===== src/rtl/mul_add_acc_uns.sv =====
// Sequential unsigned multiply-accumulate stage: acc = sum(x*y) over a last-terminated
// operand stream, with the result held on a valid/ready output.
// Optional feature macro: MULADDACC_SAT_EN (clamp the accumulator on overflow instead of wrapping).
module mul_add_acc_uns #(
  parameter int unsigned BW     = 8,
  parameter int unsigned widthX = BW,
  parameter int unsigned widthY = BW,
  parameter int unsigned GUARD  = 4,
  parameter int unsigned CNT_W  = 8
) (
  input  logic                             clk_i,
  input  logic                             rst_ni,
  input  logic                             clear_i,
  input  logic                             in_valid_i,
  output logic                             in_ready_o,
  input  logic [widthX-1:0]                x_i,
  input  logic [widthY-1:0]                y_i,
  input  logic                             last_i,
  output logic                             out_valid_o,
  input  logic                             out_ready_i,
  output logic [widthX+widthY+GUARD-1:0]   acc_o,
  output logic [CNT_W-1:0]                 count_o,
  output logic                             ovf_o
);

  localparam int unsigned PROD_W = widthX + widthY;
  localparam int unsigned ACC_W  = widthX + widthY + GUARD;
  localparam int unsigned SUM_W  = ACC_W + 1;

  typedef enum logic [1:0] {
    ST_IDLE = 2'd0,
    ST_ACC  = 2'd1,
    ST_OUT  = 2'd2
  } state_t;

  state_t              r_state;
  logic                r_out_valid;
  logic [ACC_W-1:0]    r_acc;
  logic [CNT_W-1:0]    r_count;
  logic                r_ovf;

  logic                r_s1_valid;
  logic                r_s1_last;
  logic [widthX-1:0]   r_s1_x;
  logic [widthY-1:0]   r_s1_y;

  logic                w_in_hs;
  logic                w_first;
  logic [PROD_W-1:0]   w_prod;
  logic [ACC_W-1:0]    w_augend;
  logic [SUM_W-1:0]    w_sum;
  logic                w_ovf_next;
  logic [ACC_W-1:0]    w_acc_next;
  logic [CNT_W-1:0]    w_count_next;

  // Accept input unless a result is held or a last term is still in flight in S1.
  assign in_ready_o = (r_state != ST_OUT) && !(r_s1_valid && r_s1_last);
  assign w_in_hs    = in_valid_i && in_ready_o;

  // S2 datapath: first term of a sequence starts from a zero augend.
  assign w_first      = (r_state == ST_IDLE);
  assign w_prod       = PROD_W'(r_s1_x) * PROD_W'(r_s1_y);
  assign w_augend     = w_first ? '0 : r_acc;
  assign w_sum        = SUM_W'(w_prod) + SUM_W'(w_augend);
  assign w_ovf_next   = (w_first ? 1'b0 : r_ovf) | w_sum[ACC_W];
  assign w_count_next = w_first ? CNT_W'(1)
                      : ((&r_count) ? r_count : r_count + CNT_W'(1));

`ifdef MULADDACC_SAT_EN
  // Once the sequence has overflowed, the accumulator stays pinned at full scale.
  assign w_acc_next = w_ovf_next ? {ACC_W{1'b1}} : w_sum[ACC_W-1:0];
`else
  // Wrap modulo 2^ACC_W; overflow is still flagged.
  assign w_acc_next = w_sum[ACC_W-1:0];
`endif

  // S1 operand register: captures on handshake, drains every cycle since S2 never stalls.
  always_ff @(posedge clk_i or negedge rst_ni) begin
    if (!rst_ni) begin
      r_s1_valid <= 1'b0;
      r_s1_last  <= 1'b0;
      r_s1_x     <= '0;
      r_s1_y     <= '0;
    end else if (clear_i) begin
      r_s1_valid <= 1'b0;
      r_s1_last  <= 1'b0;
    end else begin
      r_s1_valid <= w_in_hs;
      if (w_in_hs) begin
        r_s1_last <= last_i;
        r_s1_x    <= x_i;
        r_s1_y    <= y_i;
      end
    end
  end

  // Sequence FSM with registered accumulator, counter, overflow flag and output valid.
  always_ff @(posedge clk_i or negedge rst_ni) begin
    if (!rst_ni) begin
      r_state     <= ST_IDLE;
      r_out_valid <= 1'b0;
      r_acc       <= '0;
      r_count     <= '0;
      r_ovf       <= 1'b0;
    end else if (clear_i) begin
      r_state     <= ST_IDLE;
      r_out_valid <= 1'b0;
      r_acc       <= '0;
      r_count     <= '0;
      r_ovf       <= 1'b0;
    end else begin
      case (r_state)
        ST_IDLE, ST_ACC: begin
          if (r_s1_valid) begin
            r_acc   <= w_acc_next;
            r_count <= w_count_next;
            r_ovf   <= w_ovf_next;
            if (r_s1_last) begin
              r_state     <= ST_OUT;
              r_out_valid <= 1'b1;
            end else begin
              r_state <= ST_ACC;
            end
          end
        end
        ST_OUT: begin
          if (out_ready_i) begin
            r_state     <= ST_IDLE;
            r_out_valid <= 1'b0;
          end
        end
        default: begin
          r_state     <= ST_IDLE;
          r_out_valid <= 1'b0;
        end
      endcase
    end
  end

  assign out_valid_o = r_out_valid;
  assign acc_o       = r_acc;
  assign count_o     = r_count;
  assign ovf_o       = r_ovf;

endmodule


===== config.mk =====
export PLATFORM = sky130hd
export DESIGN_NAME = mul_add_acc_uns
export DESIGN_NICKNAME = d
export VERILOG_FILES = /design/src/rtl/mul_add_acc_uns.sv
export SDC_FILE = /design/constraint.sdc
export NUM_CORES = 1
export LEC_CHECK = 0
export CORE_MARGIN = 5
export CORE_UTILIZATION = 63
export CTS_CLUSTER_SIZE = 30
export DETAILED_ROUTE_END_ITERATION = 10
export GPL_ROUTABILITY_DRIVEN = 0
export HOLD_SLACK_MARGIN = 0.1
export PLACE_DENSITY_LB_ADDON = 0.25
export SLEW_MARGIN = 20
export SYNTH_ARGS = -nofsm -noshare
export SYNTH_HDL_FRONTEND = slang
export SYNTH_SLANG_ARGS = --single-unit

===== constraint.sdc =====
create_clock -name clk_i -period 7 [get_ports clk_i]
set_input_delay 1.05 -clock clk_i [delete_from_list [all_inputs] [get_ports clk_i]]
set_output_delay 1.05 -clock clk_i [all_outputs]
set_load 0.01 [all_outputs]

## Yosys cells after proc, flatten, opt, wreduce, memory -nomap -nowiden

Cells that the tools add are included.

| cells by class | value |
|---|---|
| equal/unequal tests | 7 |
| $mul | 1 |
| add/subtract/negate cells | 2 |
| reduce and logical (&&, ||, !) cells | 15 |
| bitwise logic cells | 2 |
| muxes and demuxes | 26 |

Operators with widths:

| kind | number |
|---|---|
| $mux 20 | 4 |
| $mux 8 | 5 |
| $add 16x20->21 | 1 |
| $mul 8x8->16 | 1 |
| $ne 3x3->1 const B | 4 |
| $mux 1 | 11 |
| $add 8x1->8 const B | 1 |
| $mux 2 | 4 |
| $reduce_and 8->1 | 1 |
| $reduce_and 2->1 | 3 |
| $reduce_and 3->1 | 2 |
| $reduce_bool 2->1 | 3 |
| $pmux 2 s2 | 1 |
| $logic_and 1x1->1 | 3 |
| $eq 2x1->1 const B | 1 |
| $eq 2x2->1 const B | 1 |
| $logic_not 2->1 | 1 |
| $ne 2x2->1 const B | 1 |
| $pmux 1 s2 | 1 |
| $reduce_or 2->1 | 1 |
| $logic_not 1->1 | 1 |
| $not 1->1 | 1 |
| $or 1x1->1 | 1 |

| storage, ports and cells | value |
|---|---|
| word-level logic and storage cells | 62 |
| output and inout port bits | 31 |
| input bits | 22 |
| flip-flop bits (word level) | 50 |

## Logic depth before layout (Yosys ltp)

| depth | value |
|---|---|
| depth after elaboration | 7 |
| depth in mapped cells | 19 |
| gate-level depth less buffers | 18 |

## Worst setup path before layout

OpenSTA, ideal clock, no wires.

| timing | value |
|---|---|
| kind | reg-to-reg |
| start | register r_state[1] |
| end | register r_acc[16] (netlist: acc_o[16]) |
| setup time | 0.122 ns |
| stages on the path, launching flop included | 19 |
| buffers on the path | 1 |
| slack | 2.217 ns |
| period minus slack after synthesis | 4.783 ns |
| data arrival time | 4.661 ns |
| data required time | 6.878 ns |
| path through | dfrtp_1 inv_1 nand2_1 clkbuf_1 nand2_1 fa_1 inv_1 fa_1 fa_1 inv_1 fa_1 inv_1 ha_1 a21oi_2 inv_1 o2111a_1 o311a_1 or3_1 a32o_1 |

| on the way | value |
|---|---|
| word-level cells in the longest chain between the ends | 6 |
| elaborated cells between the ends (all ways) | 10 |
| those cells by class | add/sub: 1; eq/ne: 1; mux: 4; reduce/logical: 4 |

RTL lines:

| element | RTL line | RTL |
|---|---|---|
| from (decl) | 36 | `state_t r_state;` |
| from (signal assigned) | 100 | `r_state <= ST_IDLE;` |
| from (signal assigned) | 106 | `r_state <= ST_IDLE;` |
| from (signal assigned) | 119 | `r_state <= ST_OUT;` |
| $logic_not 2->1 | 61, 112 |  |
| $mux 20 | 63 | `assign w_augend = w_first ? '0 : r_acc;` |
| $add 16x20->21 | 64 | `assign w_sum = SUM_W'(w_prod) + SUM_W'(w_augend);` |
| $mux 20 | 114 | `if (r_s1_valid) begin` |
| $mux 20 | 112 | `case (r_state)` |
| $mux 20 | 105 | `end else if (clear_i) begin` |
| to (signal assigned) | 115 | `r_acc <= w_acc_next;` |
| to (decl) | 38 | `logic [ACC_W-1:0] r_acc;` |

Several ways; a longest one is shown, not always the timed one. The select of a mux whose other input is x is not followed.
A chain may end at the register's enable or synchronous reset.

## Final worst setup path

Same ends and word-level chain as after synthesis.

==> metrics <==
Startpoint Class=flop; Die Area=9552 um^2; final core utilization=73.17%; CTS buffer count=5; combinational share of power=74.8%; Hold Crit Depth=1; setup violators final=0; hold_sp=acc_o[0]; DR WL met2=5452 um; critical path type=reg2reg; H-tree lvl count=2; Reg-to-Reg Start=r_state[1]; main flop type after synthesis=dfrtp_1; placeable core area=7607 um^2; met3 wire len=473 um; switching share of power=50.40%; leak pwr=0.002799 uW; clock sink count=50; Post-Route M1 WL=4774 um; DRT Wirelength=10970 um; diodes inserted=0; first-pass GRT wire length=18790 um; share of cells above drive strength 1=6.584%; Net Sw Power=1159 uW; Reg clk slew, reported paths=0.11 ns; All-Layer GR Usage=23.83%; Post-synth EDFFs=0; Final Power=2300 uW; 1st-pass router iterations=4; register area share after synthesis=25.80%; Via-to-Cell Ratio=5.679; Reg power frac=17.0%; CTS Buffer Depth=2; pin count of the biggest net entering global routing=51; Area Growth Syn to Fin=14.78%; I/O Buffers=52; Reg2Reg Depth=17; Synth Area per Inst=9.491 um^2; most common cell after layout, fill and taps aside=inv_1; Hold Buf Count CTS=0; CTS tree=built; die height=97.74 um; floorplan die width=97.74 um; Clock Latency Late Sink=0.32 ns; Final nets=675; via count=3771; Critical Path RT=7.21 ns; clk_skew=0.006339 ns; Pint=1141 uW; Least-Margin Pin Slew=0.8328 ns; DP Wirelength=8440 um; grt ovf=0; asr flop ratio synth=100.0%; initial core utilization=63.75%; cell row count=32; Layout fillers=586; vias in the first global route=3963; Tcrit/Tclk final=74.80%; Remaining DRCs=0; outcome=finished clean; IO Pins=53; R2R Path End=acc_o[16]; CTS resizes=0; Pins Over Slew Limit=0; Clk pwr share=8.2%; min Tclk post-route=5.236 ns; Synth Register Bits=50; reg2reg setup slack=1.76 ns; Top Layer Used=met4; Ys Warns=0; Slew headroom=43.75%; fmax=0.1910 GHz; wire length per cell=16.52 um; Syn Inst Count=511; Yosys cell types=47; Synth Cell Area=4850 um^2; HP Class=reg2reg; critical path arrival=5.45 ns; critical path endpoint category=flop; initial antenna violation count=0; number of setup buffers added after CTS=0; unrepaired setup endpoints after global routing=no; PD cells=413.2 nW/um^2; clock root buffer=clkbuf_8; TNS Setup=0 ns; max cap viols=0; antenna viol nets, final=0; highest-count cells in the layout ignoring fill and taps=inv_1, nand2_1, clkdlybuf4s50_1; number of DRC markers in iteration 0=182; syn_nets=625; final hold vios=0; Hold Crit Endpoint=acc_o[0]; CP Max Fanout=12; Peak VDD IR=348.3 uV
==> worst max-delay path, cell delays in order (launching register included) <==
cell      delay, ns
dfrtp_1        0.49
inv_1          0.10
nand2_1        0.44
nand2_1        0.15
fa_1           0.50
inv_1          0.05
fa_1           0.47
fa_1           0.51
inv_1          0.06
fa_1           0.54
inv_1          0.05
ha_1           0.34
a21oi_2        0.18
inv_1          0.07
o2111a_1       0.29
o311a_1        0.33
or3_1          0.32
a32o_1         0.25
==> how the worst max path moves through the flow <==
stage	from	endpoint	slack, ns	depth (start not counted)
after CTS	r_state[1]	acc_o[16]	1.79	17
after floorplan	r_state[1]	acc_o[16]	2.22	18
after global routing	r_state[1]	acc_o[16]	1.50	17
after global placement	r_state[1]	acc_o[16]	2.00	17
after detailed placement	r_state[1]	acc_o[16]	1.80	17
final	r_state[1]	acc_o[16]	1.76	17
==> cell families (layout without fill, tap and decap cells) <==
logic type                 count (synthesis)  count (layout)  synth area share [%]
muxes                                     19              19                 4.386
DFF                                       50              50                 25.80
and+or+nand+nor                          154             154                 16.05
AOI/OAI and AO/OA                         79              79                 11.58
adders and majority gates                 92              92                 31.48
buffers and inverters                    103             154                 8.178
xor gates and xnor gates                  14              14                 2.528
==> cell usage after synthesis (all sizes together), types with 2 or more instances <==
cell,n,share of area [%]
ha,42,11
xnor2,6,1.1
a22o,15,2.7
o22ai,2,0.26
inv,90,7.0
nor2,19,1.5
nand4,3,0.39
nor3,5,0.52
a32o,3,0.62
a21o,4,0.62
dfrtp,50,26
buf,2,0.34
fa,50,21
nand3,5,0.52
clkbuf,11,0.88
nand2,53,4.1
a21oi,22,2.4
a211oi,2,0.31
o311a,2,0.41
nor2b,10,1.3
mux2,18,4.2
o21bai,4,0.62
and2,44,5.7
xor2,8,1.4
o21ai,12,1.2
nor3b,2,0.31
and3,7,0.90
o31ai,3,0.46
or3,3,0.41
==> final cells by class <==
cell class	count	area, um^2	area share, %
multi-input cells	358	3207	57.61
repair buffers	56	545.5	9.800
well taps	102	127.6	2.293
clock inverters	3	28.78	0.5170
clock buffers	5	68.82	1.236
flip-flops and latches	50	1251	22.48
inverters	90	337.8	6.069
==> layer usage <==
layer | vias to the layer above | track usage, %
met4 | 0 | 7.881
met1 | 1868 | 31.25
met2 | 110 | 40.85
met5 | - | 0
met3 | 29 | 3.429
li1 | 1764 | -
==> power by group through the flow <==
stage,Combinational (uW),Sequential [uW],Clock [uW]
final,1720,391,189
after global routing,1940,397,203
after CTS,1730,390,192
after detailed placement,1710,395,0
after global placement,1640,394,0
after floorplan,1310,375,0
==> state kept, by name, summed over array words and instances, names as in the netlist, 2 cells and up <==
name     count
r_state      2
acc_o       20
r_s1_y       8
count_o      8
r_s1_x       8
==> metrics by stage <==
stage	instances	hold slack [ns]	setup slack, ns	cell area, um^2
after floorplan	511	0.5265	2.217	4850
after global placement	656	0.5098	2.002	5469
after detailed placement	656	0.5170	1.805	5469
after CTS	664	0.5465	1.786	5567
after global routing	664	0.5717	1.497	5567
final	664	0.5435	1.764	5567
No activity file was read; power rests on OpenSTA's default activity.
